### src/rtl/demux_1x8_tdm_pkg.sv
// Shared constants and types for the 1:8 TDM receive demultiplexer.
package demux_pkg;

  localparam int NCH    = 8;
  localparam int FCNT_W = 8;

  typedef logic [2:0] chan_t;

  localparam chan_t LAST_CH = chan_t'(NCH - 1);

endpackage

### src/rtl/demux_1x8_tdm_if.sv
// Data/status bundle of demux_1x8_tdm; sync_in/sync_err exist only with TDM_SYNC_EN.
interface demux_1x8_tdm_if #(
  parameter int WIDTH = 4
);
  import demux_pkg::*;

  logic [WIDTH-1:0]  din;
  logic              din_vld;
  logic [WIDTH-1:0]  Y0, Y1, Y2, Y3, Y4, Y5, Y6, Y7;
  logic              frame_vld;
  chan_t             ch;
  logic [FCNT_W-1:0] frame_cnt;
`ifdef TDM_SYNC_EN
  logic              sync_in;
  logic              sync_err;
`endif

  modport master (
    output din, din_vld,
`ifdef TDM_SYNC_EN
    output sync_in,
    input  sync_err,
`endif
    input  Y0, Y1, Y2, Y3, Y4, Y5, Y6, Y7, frame_vld, ch, frame_cnt
  );

  modport slave (
    input  din, din_vld,
`ifdef TDM_SYNC_EN
    input  sync_in,
    output sync_err,
`endif
    output Y0, Y1, Y2, Y3, Y4, Y5, Y6, Y7, frame_vld, ch, frame_cnt
  );

endinterface

### src/rtl/demux_1x8_tdm_chan_cnt.sv
// Channel index counter: advances per accepted word, wraps 7->0, realigns on sync
// (sync input present only with TDM_SYNC_EN).
module tdm_chan_cnt
  import demux_pkg::*;
(
  input  logic  clk,
  input  logic  rst,
  input  logic  i_adv,
`ifdef TDM_SYNC_EN
  input  logic  i_sync,
  output logic  o_realign,
`endif
  output chan_t o_ch,
  output logic  o_wrap
);

  chan_t r_ch;
  logic  w_sync;

`ifdef TDM_SYNC_EN
  assign w_sync    = i_sync;
  // A sync word landing anywhere but channel 0 means the frame in flight is misaligned.
  assign o_realign = i_adv && i_sync && (r_ch != '0);
`else
  assign w_sync    = 1'b0;
`endif

  assign o_wrap = i_adv && !w_sync && (r_ch == LAST_CH);
  assign o_ch   = r_ch;

  // NOTE: sequential state always uses non-blocking assignments so every
  // register samples pre-edge values regardless of block ordering.
  always_ff @(posedge clk) begin
    if (rst) begin
      r_ch <= '0;
    end else if (i_adv) begin
      if (w_sync) r_ch <= chan_t'(1);
      else        r_ch <= r_ch + 1'b1;
    end
  end

endmodule

### src/rtl/demux_1x8_tdm.sv
// 1:8 TDM receive demultiplexer: collects 8 sequential words into shadow registers
// and publishes them as one frame. Optional channel resync with TDM_SYNC_EN.
module demux_1x8_tdm #(
  parameter int WIDTH = 4,
  parameter int NCH   = demux_pkg::NCH
) (
  input  logic           clk,
  input  logic           rst,
  demux_1x8_tdm_if.slave bus
);
  import demux_pkg::*;

  logic [WIDTH-1:0]  r_shadow [NCH];
  logic [WIDTH-1:0]  r_y      [NCH];
  logic              r_frame_vld;
  logic [FCNT_W-1:0] r_frame_cnt;
  chan_t             w_ch;
  chan_t             w_wr_ch;
  logic              w_wrap;

`ifdef TDM_SYNC_EN
  logic r_sync_err;
  logic w_realign;

  tdm_chan_cnt u_chan_cnt (
    .clk       (clk),
    .rst       (rst),
    .i_adv     (bus.din_vld),
    .i_sync    (bus.sync_in),
    .o_realign (w_realign),
    .o_ch      (w_ch),
    .o_wrap    (w_wrap)
  );

  // A sync word always lands in channel 0, whatever the counter says.
  assign w_wr_ch = bus.sync_in ? '0 : w_ch;

  always_ff @(posedge clk) begin
    if (rst) r_sync_err <= 1'b0;
    else     r_sync_err <= w_realign;
  end

  assign bus.sync_err = r_sync_err;
`else
  tdm_chan_cnt u_chan_cnt (
    .clk    (clk),
    .rst    (rst),
    .i_adv  (bus.din_vld),
    .o_ch   (w_ch),
    .o_wrap (w_wrap)
  );

  assign w_wr_ch = w_ch;
`endif

  // NOTE: the shadow and output arrays are reset explicitly because reset must
  // clear them to zero; this keeps them as flops rather than RAM.
  always_ff @(posedge clk) begin
    if (rst) begin
      for (int k = 0; k < NCH; k++) begin
        r_shadow[k] <= '0;
        r_y[k]      <= '0;
      end
      r_frame_vld <= 1'b0;
      r_frame_cnt <= '0;
    end else begin
      r_frame_vld <= w_wrap;
      if (bus.din_vld) r_shadow[w_wr_ch] <= bus.din;
      // The last word bypasses its shadow slot so the frame is out one edge later.
      if (w_wrap) begin
        for (int k = 0; k < NCH - 1; k++) r_y[k] <= r_shadow[k];
        r_y[NCH-1]  <= bus.din;
        r_frame_cnt <= r_frame_cnt + 1'b1;
      end
    end
  end

  assign bus.Y0        = r_y[0];
  assign bus.Y1        = r_y[1];
  assign bus.Y2        = r_y[2];
  assign bus.Y3        = r_y[3];
  assign bus.Y4        = r_y[4];
  assign bus.Y5        = r_y[5];
  assign bus.Y6        = r_y[6];
  assign bus.Y7        = r_y[7];
  assign bus.frame_vld = r_frame_vld;
  assign bus.ch        = w_ch;
  assign bus.frame_cnt = r_frame_cnt;

endmodule

### src/flat_wrapper.sv
// flat-port wrapper written by rule: the top's interface ports become plain ports
module demux_1x8_tdm_flat import demux_pkg::*;
#(
  parameter int WIDTH = 4,
  parameter int NCH   = demux_pkg::NCH
)
  (clk, rst, bus_din, bus_din_vld, bus_Y0, bus_Y1, bus_Y2, bus_Y3, bus_Y4, bus_Y5, bus_Y6, bus_Y7, bus_frame_vld, bus_ch, bus_frame_cnt);
  demux_1x8_tdm_if #(.WIDTH(WIDTH)) bus_i ();
  input  logic clk;
  input  logic rst;
  input wire logic [$bits(bus_i.din)-1:0] bus_din;
  input wire logic [$bits(bus_i.din_vld)-1:0] bus_din_vld;
  output wire logic [$bits(bus_i.Y0)-1:0] bus_Y0;
  output wire logic [$bits(bus_i.Y1)-1:0] bus_Y1;
  output wire logic [$bits(bus_i.Y2)-1:0] bus_Y2;
  output wire logic [$bits(bus_i.Y3)-1:0] bus_Y3;
  output wire logic [$bits(bus_i.Y4)-1:0] bus_Y4;
  output wire logic [$bits(bus_i.Y5)-1:0] bus_Y5;
  output wire logic [$bits(bus_i.Y6)-1:0] bus_Y6;
  output wire logic [$bits(bus_i.Y7)-1:0] bus_Y7;
  output wire logic [$bits(bus_i.frame_vld)-1:0] bus_frame_vld;
  output wire logic [$bits(bus_i.ch)-1:0] bus_ch;
  output wire logic [$bits(bus_i.frame_cnt)-1:0] bus_frame_cnt;
  assign bus_i.din = bus_din;
  assign bus_i.din_vld = bus_din_vld;
  assign bus_Y0 = bus_i.Y0;
  assign bus_Y1 = bus_i.Y1;
  assign bus_Y2 = bus_i.Y2;
  assign bus_Y3 = bus_i.Y3;
  assign bus_Y4 = bus_i.Y4;
  assign bus_Y5 = bus_i.Y5;
  assign bus_Y6 = bus_i.Y6;
  assign bus_Y7 = bus_i.Y7;
  assign bus_frame_vld = bus_i.frame_vld;
  assign bus_ch = bus_i.ch;
  assign bus_frame_cnt = bus_i.frame_cnt;
  demux_1x8_tdm #(.WIDTH(WIDTH), .NCH(NCH)) u_core (.clk(clk), .rst(rst), .bus(bus_i));
endmodule
### config.mk
export PLATFORM = sky130hd
export DESIGN_NAME = demux_1x8_tdm_flat
export DESIGN_NICKNAME = d
export VERILOG_FILES = /design/src/rtl/demux_1x8_tdm_pkg.sv /design/src/rtl/demux_1x8_tdm_if.sv /design/src/rtl/demux_1x8_tdm_chan_cnt.sv /design/src/rtl/demux_1x8_tdm.sv /design/src/flat_wrapper.sv
export SDC_FILE = /design/constraint.sdc
export NUM_CORES = 1
export LEC_CHECK = 0
export ABC_CLOCK_PERIOD_IN_PS = 3650
export BUFFER_PORTS_ARGS = -buffer_cell sky130_fd_sc_hd__buf_4
export CAP_MARGIN = 15
export CORE_ASPECT_RATIO = 1.1
export CORE_MARGIN = 2
export CORE_UTILIZATION = 54
export CTS_CLUSTER_SIZE = 28
export DETAILED_ROUTE_END_ITERATION = 12
export GPL_TIMING_DRIVEN = 0
export PLACE_DENSITY = 0.8
export SLEW_MARGIN = 20
export SYNTH_ARGS = -nofsm -noshare
export SYNTH_HDL_FRONTEND = slang
export SYNTH_SLANG_ARGS = --single-unit
### constraint.sdc
create_clock -name clk -period 3.65 [get_ports clk]
set_clock_uncertainty 0.2 [all_clocks]
set_input_delay 1.095 -clock clk [delete_from_list [all_inputs] [get_ports clk]]
set_output_delay 1.095 -clock clk [all_outputs]
set_load 0.02 [all_outputs]
# Word level (Yosys, flattened, before mapping)
# Memory sizes are Yosys's and may differ from the RTL's.
# Index checks and enable logic that the tools add are counted.
[classes]
eq_ne = 1
n_addsub = 2
bitwise_logic = 8
mux = 19
reduce_logical = 2
[ops]
columns = ["op", "count"]
rows = [
  ["$mux W4", 9],
  ["$mux W1", 9],
  ["$add A8 B1 Y8 const B", 1],
  ["$or A1 B1 Y1", 8],
  ["$reduce_or A4 Y1", 1],
  ["$add A3 B1 Y3 const B", 1],
  ["$eq A3 B3 Y1 const B", 1],
  ["$mux W3", 1],
  ["$logic_and A1 B1 Y1", 1],
]
[totals]
mem_count = 2
ramBits = 64
out_inout_bits = 44
register_bits = 12
input_bits = 7
word_cells = 37
[memory_table]
columns = ["name", "words", "width", "rd", "rd_ports_with_merged_regs", "wr", "line", "rtl"]
rows = [
  ["u_core.r_shadow", 8, 4, 7, 0, 8, "demux_1x8_tdm.sv:13", "logic [WIDTH-1:0] r_shadow [NCH];"],
  ["u_core.r_y", 8, 4, 8, 0, 8, "demux_1x8_tdm.sv:14", "logic [WIDTH-1:0] r_y [NCH];"],
]

# Longest topological paths before layout
# Gate-level depths: netlist of run 1.
[logic_depth]
ltp_word = 6
ltp_mapped = 6
depth_no_buf = 5

# Hierarchy
# A second synthesis of run 1 with hierarchy kept.
[hier_totals]
hier_cells = 194
hier_area_um2 = 2840.2
[modules_own_cells]
columns = ["mod", "n_inst", "area_per_inst_um2", "cells_each"]
rows = [
  ["demux_1x8_tdm", 1, 2707.6, 182],
  ["tdm_chan_cnt", 1, 132.6, 12],
]

# Least setup slack after synthesis of run 1
# OpenSTA, ideal clock, no wires.
[synth_timing]
path_kind = "input to register"
startpoint = "in rst"
endpoint = "mem u_core.r_y[0][0], enable pin"
cell_stages = 3
setup_time_ns = 0.394
path_slack_ns = 0.610
t_arrival_ns = 2.446
cell_sequence = "clkbuf_1 > clkbuf_1 > nand2b_1"
[synth_rtl]
columns = ["item", "line", "rtl"]
rows = [
  ["from (decl)", "flat_wrapper.sv:10", "input logic rst;"],
  ["to (decl)", "demux_1x8_tdm.sv:14", ""],
]

==> results.md, run 1 <==
- Most common cell in the synthesized netlist: edfxtp_1
- Delay-heaviest family, CP: buffers and inverters
- Final setup violation count: 0
- CP cell instances: buf_4 > clkbuf_1 > clkbuf_1 > nand2b_2
- Yosys warnings: 0
- Htree depth: 3
- Synth area leader: edfxtp_1
- R2R depth: 4
- Fin util: 0.6863
- Tcrit/Tclk final: 0.7871
- Root Driver: clkbuf_8
- Drt total wl: 4.420 mm
- Placed cell area: 3264 um2
- Max Slew Vio Count: 0
- Leak: 1.371 nW
- Status: finished, final reports clean
- Core Box Area: 5034 um2
- Share of the synthesized area in the top cell type: 0.6386
- GRT overflow: 0
- Drt first pass iters: 4
- Startpoint Class: primary input
- Setup CP Type: in -> reg
- TritonCTS clock tree: built
- Hold depth: 2
- RePlAce Congestion: 0.6791
- Pin count of the biggest net entering global routing: 33
- Largest stage delay, worst path: 0.70 ns
- PostCTS Resize Cnt: 0
- Min Clock Period, post-route: 2.873 ns
- Num ports: 51
- CP arrival: 2.64 ns
- Slowest cell on crit path: nand2b_2
- Initial detailed-routing violation count: 54
- Nets: 268
- Via count: 1663
- Top_reg_cell synth: edfxtp_1
- Synth Register Bits: 72
- P&R area growth vs syn: 22.44%
- Row count: 27
- Final Hold Fails: 0
- Slew HR: 0.4964
- CTS hold repair buffers: 0
- Total power draw: 1.634 mW
- I/O Buffers: 49
- Initial antenna violation count: 0
- Clk_lat worst skew: 0.33 ns
- Synth top area cells: edfxtp_1, and2_1, dfxtp_1
- Req. time, crit path: 3.41 ns
- First-pass GRT wire length: 7.141 mm
- CP endpoint kind: flop
- Worst Max-Slew Pin Slew: 0.7554 ns
- Max FO, Critical Path: 32
- Setup bufs post-CTS: 0
- Antenna-violating nets left: 0
- F_max: 348.1 MHz
- Die area: 5820 um2
- CP most frequent cell: clkbuf_1
- Share of layout cells above drive strength 1: 0.2548
- Top cells by instance count after synthesis: edfxtp_1, and2_1, dfxtp_1
- Max_cap viols: 0
- Final Instance Area: 3455 um2
- Longest Clk Path Bufs: 2
- Critical path buffer and inverter count: 3
- Sum Neg Setup Slack: 0 ns
- Initial Util: 0.5605
- PD cells: 473.1 nW/um2
- Async SR Flop Fraction: 0
- Die Wd: 72.92 um
- RSZ-0062 raised after global routing: no
- Clock tree sinks: 72
- Library cells used by synthesis: 27
- ANT cells: 0
- Syn Nets: 208
- Post-synthesis cell count: 198
- Worst path depth: 4
- Worst min-delay path category: reg -> reg
- Clock slew at reported path FFs: 0.07 ns
- Total track usage: 0.1692
- Mapped Area: 2821 um2
- Vias in the first global route: 1531
- Post-DP HPWL: 3.038 mm
- VDD IR max: 0.0002390 V
- DRC Markers: 0
- CTS buffer count: 9
- WL/cell: 13.77 um
- Vias per inst: 5.181
- Synthesized area per cell: 14.25 um2
- Number of synthesized flops with an enable pin: 60
- Sequential-to-total area share from yosys stat: 0.7237
- Die Ht: 79.81 um
==> worst reg2reg max path, delay by kind of cell (launching register included) <==
| kind | cells | cell delay, ns |
|---|---|---|
| simple gates | 2 | 0.78 |
| fa+ha+maj | 2 | 0.47 |
| flops | 1 | 0.52 |
==> final cells by class <==
class	instances	area, um2
flip-flops and latches	72	2042
clock inverters	3	41.29
clock buffers	13	148.9
repair buffers	49	367.9
multi-input cells	118	745.7
plain buffers	6	28.78
fillers	358	1579
well taps	58	72.57
inverters	2	7.507
==> cell usage in the layout (no fill, tap or decap), drive strengths merged, types with 4 or more instances in the layout <==
| cell type | netlist | final |
|---|---|---|
| edfxtp | 60 | 60 |
| nand2 | 4 | 4 |
| a21oi | 6 | 6 |
| nand3 | 5 | 5 |
| clkbuf | 3 | 16 |
| buf | 3 | 52 |
| dfxtp | 12 | 12 |
| or2 | 7 | 7 |
| nor2b | 8 | 8 |
| nor2 | 8 | 8 |
| and2 | 52 | 52 |
==> sequential cells by signal, indices dropped and copies added (netlist names) <==
register                count
u_core.r_y                 32
u_core.u_chan_cnt.o_ch      3
u_core.bus.frame_cnt        8
u_core.r_shadow            28
u_core.bus.frame_vld        1
==> kinds of logic (layout without fill, tap and decap cells) <==
| logic type | after synthesis | count (layout) | synth area share |
|---|---|---|---|
| xor gates and xnor gates | 3 | 3 | 0.009314 |
| and+or+nand+nor | 99 | 99 | 0.2124 |
| buffers and inverters | 8 | 73 | 0.01286 |
| DFF | 72 | 72 | 0.7237 |
| muxes | 2 | 2 | 0.007096 |
| AOI/OAI and AO/OA | 11 | 11 | 0.02128 |
| adders and majority gates | 3 | 3 | 0.01331 |
==> layer usage <==
layer | global-route usage | wire length, um
met2 | 0.2882 | 2280
met4 | 0.08333 | 74
met3 | 0.05177 | 213
met1 | 0.1908 | 1851
met5 | 0 | 0
==> report_power, final <==
part           internal, mW  switching, mW  leakage (nW)
registers             0.921         0.0127         0.715
logic                0.0377         0.0613         0.565
clock network         0.333          0.268        0.0913
==> worst paths after layout <==
kind                        startpoint  slack (ns)                       to
max                                rst        0.78        u_core.r_y[0][11]
min            u_core.bus.frame_cnt[5]        0.31  u_core.bus.frame_cnt[5]
max reg2reg  u_core.u_chan_cnt.o_ch[1]        1.30        u_core.r_y[0][11]
min reg2reg    u_core.bus.frame_cnt[5]        0.31  u_core.bus.frame_cnt[5]
==> through the flow <==
| stage | cells | hold WS (ns) | worst slack, ns |
|---|---|---|---|
| after floorplan | 198 | 0.2967 | 0.6098 |
| after global placement | 305 | 0.2801 | 0.004126 |
| after detailed placement | 305 | 0.2926 | 0.3743 |
| after CTS | 321 | 0.3107 | 0.7249 |
| after global routing | 321 | 0.3336 | 0.6122 |
| final | 321 | 0.3060 | 0.7771 |
Power figures use the tool's default switching activity.
==> run 2: changes to the inputs <==
--- a/config.mk
+++ b/config.mk
@@ -5,7 +5,7 @@
 export SDC_FILE = /design/constraint.sdc
 export NUM_CORES = 1
 export LEC_CHECK = 0
-export ABC_CLOCK_PERIOD_IN_PS = 3650
+export ABC_CLOCK_PERIOD_IN_PS = 2700
 export BUFFER_PORTS_ARGS = -buffer_cell sky130_fd_sc_hd__buf_4
 export CAP_MARGIN = 15
 export CORE_ASPECT_RATIO = 1.1
==> constraint.sdc (replaced) <==
create_clock -name clk -period 2.7 [get_ports clk]
set_clock_uncertainty 0.2 [all_clocks]
set_input_delay 0.81 -clock clk [delete_from_list [all_inputs] [get_ports clk]]
set_output_delay 0.81 -clock clk [all_outputs]
set_load 0.02 [all_outputs]
==> run 2 against run 1 <==
- via count shrank 1.6%
- sequential share of layout area decreased by 0.32 points
- register-to-register slack got worse by 0.95 ns
- clock power grew 45%
- flip-flop and latch count is the same
- cell area up 0.54%
- worst setup slack worse by 0.43 ns
- critical path depth increased by 2
- die area is the same
- total power rose by 39%
- wire length is 0.66% higher
- first-iteration DRC count shrank 26%
- critical endpoint is now u_core.r_y[0][4]
- highest routed layer unchanged
==> results.md, run 2 (synthesis results as in run 1) <==
- Max_cap viols: 0
- Max Slew Vio Count: 0
- Via count: 1637
- WL/cell: 13.86 um
- Initial detailed-routing violation count: 40
- Most frequent cells in the layout: edfxtp_1, and2_1, buf_4
- DRC Markers: 0
- Total track usage: 0.1672
- Slew HR: 0.5216
- Min Clock Period, post-route: 2.349 ns
- Clock tree sinks: 72
- Status: finished, final reports clean
- PostCTS Resize Cnt: 0
- Drt first pass iters: 4
- VDD IR max: 0.0002985 V
- Startpoint Class: flop
- Leak: 1.388 nW
- Die Ht: 79.81 um
- Setup CP Type: reg -> reg
- Die area: 5820 um2
- Num ports: 51
- Core Box Area: 5034 um2
- Longest Clk Path Bufs: 2
- Largest register FFs: 32
- Initial Util: 0.5605
- Hold WS: 0.3024 ns
- Tcrit/Tclk final: 0.8701
- Clk_lat worst skew: 0.33 ns
- CTS hold repair buffers: 0
- CP endpoint kind: flop
- P&R area growth vs syn: 23.10%
- GRT overflow: 0
- Multi-input gate area: 750.7 um2
- Setup bufs post-CTS: 0
- Worst min-delay path category: reg -> reg
- First-pass GRT wire length: 7.093 mm
- I/O Buffers: 49
- Initial antenna violation count: 0
- Max FO, Critical Path: 10
- Share of layout cells above drive strength 1: 0.2548
- Drt total wl: 4.449 mm
- CP arrival: 2.35 ns
- ANT cells: 0
- Fin cells: 321
- Filler cell count: 349
- Clock slew at reported path FFs: 0.07 ns
- RePlAce Congestion: 0.6940
- PD cells: 653.9 nW/um2
- Row count: 27
- CTS buffer count: 9
- Placed cells: 305
- Root Driver: clkbuf_8
- Register Area: 2042 um2
- Die Wd: 72.92 um
- Req. time, crit path: 2.70 ns
- Pin count of the biggest net entering global routing: 33
- Antenna-violating nets left: 0
- Final setup violation count: 0
- Post-DP HPWL: 3.158 mm
- Biggest register: u_core.r_y
- TritonCTS clock tree: built
- Worst Max-Slew Pin Slew: 0.7110 ns
- F_max: 425.7 MHz
- Final Hold Fails: 0
- Vias per inst: 5.100
- RSZ-0062 raised after global routing: no
- Vias in the first global route: 1543
- Nets: 268
- Htree depth: 3
- Most common cell after layout, fill and taps aside: edfxtp_1
==> run 2: cell types whose count changed in the layout (fill, tap and decap cells not counted) <==
cell	change
nand2b_2	-1
clkinvlp_4	-1
clkbuf_8	-1
clkinv_2	+1
nand2b_4	+1
bufinv_16	+1
==> run 2: worst paths after layout <==
kind              slack (ns)                       from  cells after the start                      end
hold reg to reg         0.30    u_core.bus.frame_cnt[7]                      2  u_core.bus.frame_cnt[7]
setup reg to reg        0.35  u_core.u_chan_cnt.o_ch[1]                      6         u_core.r_y[0][4]
setup / recovery        0.35  u_core.u_chan_cnt.o_ch[1]                      6         u_core.r_y[0][4]
hold / removal          0.30    u_core.bus.frame_cnt[7]                      2  u_core.bus.frame_cnt[7]
==> run 2: power breakdown <==
| part | internal, mW | switching (mW) | total, mW |
|---|---|---|---|
| combinational | 0.0517 | 0.0832 | 0.135 |
| clock | 0.517 | 0.357 | 0.874 |
| sequential | 1.25 | 0.0172 | 1.26 |
| total | 1.81 | 0.457 | 2.27 |
==> run 2: routing by layer <==
metal / vias up / GRT usage / wire length, um
met5: - / 0 / 0
met4: 0 / 0.05556 / 51
met3: 9 / 0.07197 / 283
met2: 47 / 0.2864 / 2313
met1: 763 / 0.1852 / 1800
li1: 818 / - / -
==> run 2: layout make-up <==
type                    instances  share of cell area
inverters                       2            0.002161
plain buffers                   6            0.008285
multi-input cells             118              0.2161
clock inverters                 4             0.01981
flip-flops and latches         72              0.5879
repair buffers                 49              0.1059
clock buffers                  12             0.03891
well taps                      58             0.02089
==> run 2: stage by stage <==
stage                       util  area (um2)  setup WS [ns]  power, mW  setup TNS [ns]
after floorplan                -        2824         0.2976      1.359               0
after global placement    0.6485        3264        -0.2229      1.415          -7.101
after detailed placement  0.6485        3264        -0.2492      1.423          -7.947
after CTS                 0.6890        3468         0.1107      2.290               0
after global routing      0.6900        3473         0.1939      2.339               0
final                     0.6900        3473         0.3507      2.271               0
==> run 2: critical path: stages (launching register included) <==
cell and delay, ns:
dfxtp_1 0.51, ha_1 0.22, ha_1 0.25, nand2_1 0.22
nor2_1 0.42, buf_2 0.26, and2_1 0.14
==> run 3: changes to the inputs <==
--- a/config.mk
+++ b/config.mk
@@ -10,11 +10,12 @@
 export CAP_MARGIN = 15
 export CORE_ASPECT_RATIO = 1.1
 export CORE_MARGIN = 2
-export CORE_UTILIZATION = 54
+export CORE_UTILIZATION = 40
+export CTS_CLUSTER_DIAMETER = 80
 export CTS_CLUSTER_SIZE = 28
 export DETAILED_ROUTE_END_ITERATION = 12
 export GPL_TIMING_DRIVEN = 0
-export PLACE_DENSITY = 0.8
+export PLACE_DENSITY = 0.62
 export SLEW_MARGIN = 20
 export SYNTH_ARGS = -nofsm -noshare
 export SYNTH_HDL_FRONTEND = slang
==> run 3 against run 2 <==
- cell area shrank 0.36%
- cell count grew 8.4%
- wire length shrank 2.5%
- non-clock buffer count is the same
- global-route usage shrank 4.8 points
- total power shrank 8.1%
- maximum frequency grew 0.92%
- core utilization shrank 19 points
- sequential share of layout area grew 0.21 points
- register-to-register slack gained 0.02 ns
- critical path type unchanged
- critical path depth is the same
- first-iteration DRC count grew to 2.6 times the previous value
==> results.md, run 3 (synthesis results as in run 1) <==
- Vias per inst: 4.552
- Nets: 268
- Worst Max-Slew Pin Slew: 0.6007 ns
- CTS buffer count: 9
- Req. time, crit path: 2.70 ns
- VDD IR max: 0.0002885 V
- Leak: 1.366 nW
- Fin cells: 348
- Fin util: 0.4996
- Initial antenna violation count: 0
- Largest register FFs: 32
- Vias in the first global route: 1402
- Longest Clk Path Bufs: 2
- Pin count of the biggest net entering global routing: 33
- Biggest register: u_core.r_y
- CP arrival: 2.33 ns
- Initial detailed-routing violation count: 104
- Die Ht: 92.09 um
- Die Wd: 84.08 um
- Worst min-delay path category: reg -> reg
- Core Box Area: 6927 um2
- R2R depth: 6
- Post-DP HPWL: 2.965 mm
- Clk_lat worst skew: 0.33 ns
- PD cells: 603.3 nW/um2
- Setup bufs post-CTS: 0
- Clock Power Share: 0.332
- PostCTS Resize Cnt: 0
- Hold depth: 2
- Root Driver: clkbuf_8
- Filler cell count: 618
- Via count: 1584
- Setup CP Type: reg -> reg
- Slew HR: 0.5959
- RSZ-0062 raised after global routing: no
- Most frequent cells in the layout: edfxtp_1, and2_1, buf_4
- Clock slew at reported path FFs: 0.07 ns
- Drt total wl: 4.339 mm
- Placed cells: 332
- Num ports: 51
- Final Hold Fails: 0
- Pre-CTS WS: -0.2753 ns
- CP endpoint kind: flop
- Min Clock Period, post-route: 2.328 ns
- Placed cell area: 3298 um2
- First-pass GRT wire length: 6.934 mm
- Hold endpoint: u_core.bus.frame_cnt[7]
- Pint: 1.626 mW
- Total track usage: 0.1192
- Combinational share of power: 0.064
- TritonCTS clock tree: built
- NetSw: 0.4618 mW
- Max FO, Critical Path: 10
- WL/cell: 12.47 um
- Most common cell after layout, fill and taps aside: edfxtp_1
- F_max: 429.6 MHz
- Flop2flop setup slack: 0.37 ns
- Die area: 7742 um2
- Drt first pass iters: 4
- R2R Path End: u_core.r_y[0][14]
- Hold_sp: u_core.bus.frame_cnt[7]
- P&R area growth vs syn: 22.66%
- Worst R2R Start: u_core.u_chan_cnt.o_ch[1]
- Final setup margin: 0.3721 ns
- I/O Buffers: 49
- RePlAce Congestion: 0.7263
- CTS hold repair buffers: 0
- Tcrit/Tclk final: 0.8622
- Htree depth: 3
- Sw Ratio: 0.2212
- Share of layout cells above drive strength 1: 0.2586
- Clock tree sinks: 72
- Final setup violation count: 0
- Startpoint Class: flop
- Status: finished, final reports clean
- DRC Markers: 0
- Final Instance Area: 3461 um2
- Sequential power share: 0.604
- Row count: 32
- Max_cap viols: 0
- Antenna-violating nets left: 0
- Initial Util: 0.4073
- GRT overflow: 0
- Max Slew Vio Count: 0
- Total power draw: 2.088 mW
- ANT cells: 0
run 3: metrics by stage:
step,hold slack [ns],setup TNS (ns)
after floorplan,0.2967,0
after global placement,0.2751,-8.288
after detailed placement,0.2770,-8.745
after CTS,0.2933,0
after global routing,0.3167,0
final,0.2914,0
run 3: power groups by stage:
stage | sequential [mW] | combinational, mW | clock (mW)
detailed placement | 1.29 | 0.136 | 0
floorplan | 1.31 | 0.0444 | 0
finish | 1.26 | 0.134 | 0.693
CTS | 1.26 | 0.136 | 0.716
global route | 1.26 | 0.145 | 0.768
global placement | 1.28 | 0.134 | 0
run 3: layer usage:
layer	track usage	wire length [um]	vias to the layer above
met5	0	0	-
li1	-	-	814
met4	0.06048	85	0
met1	0.1367	1816	715
met3	0.05041	318	8
met2	0.1905	2118	47
run 3: worst max-delay path, stage by stage, from the launching register on:
cell	delay (ns)
dfxtp_1	0.49
ha_1	0.21
ha_1	0.26
nand2_1	0.24
nor2_1	0.41
buf_2	0.25
and2_1	0.15
run 3: worst max-delay path by stage:
stage	start	end	slack (ns)	cells past startpoint
finish	u_core.u_chan_cnt.o_ch[1]	u_core.r_y[0][14]	0.37	6
floorplan	rst	u_core.r_y[0][0]	0.30	3
CTS	rst	u_core.r_y[0][0]	0.09	4
detailed placement	rst	u_core.r_y[0][4]	-0.28	4
global placement	rst	u_core.r_y[0][4]	-0.26	4
global route	u_core.u_chan_cnt.o_ch[1]	u_core.r_y[0][4]	0.17	6
run 3: final cells by class:
cell class,count,area (um2),share of cell area
flip-flops and latches,72,2042,0.5900
well taps,85,106.4,0.03073
multi-input cells,118,750.7,0.2169
plain buffers,6,28.78,0.008315
inverters,2,7.507,0.002169
clock buffers,12,135.1,0.03905
clock inverters,4,22.52,0.006508
repair buffers,49,367.9,0.1063
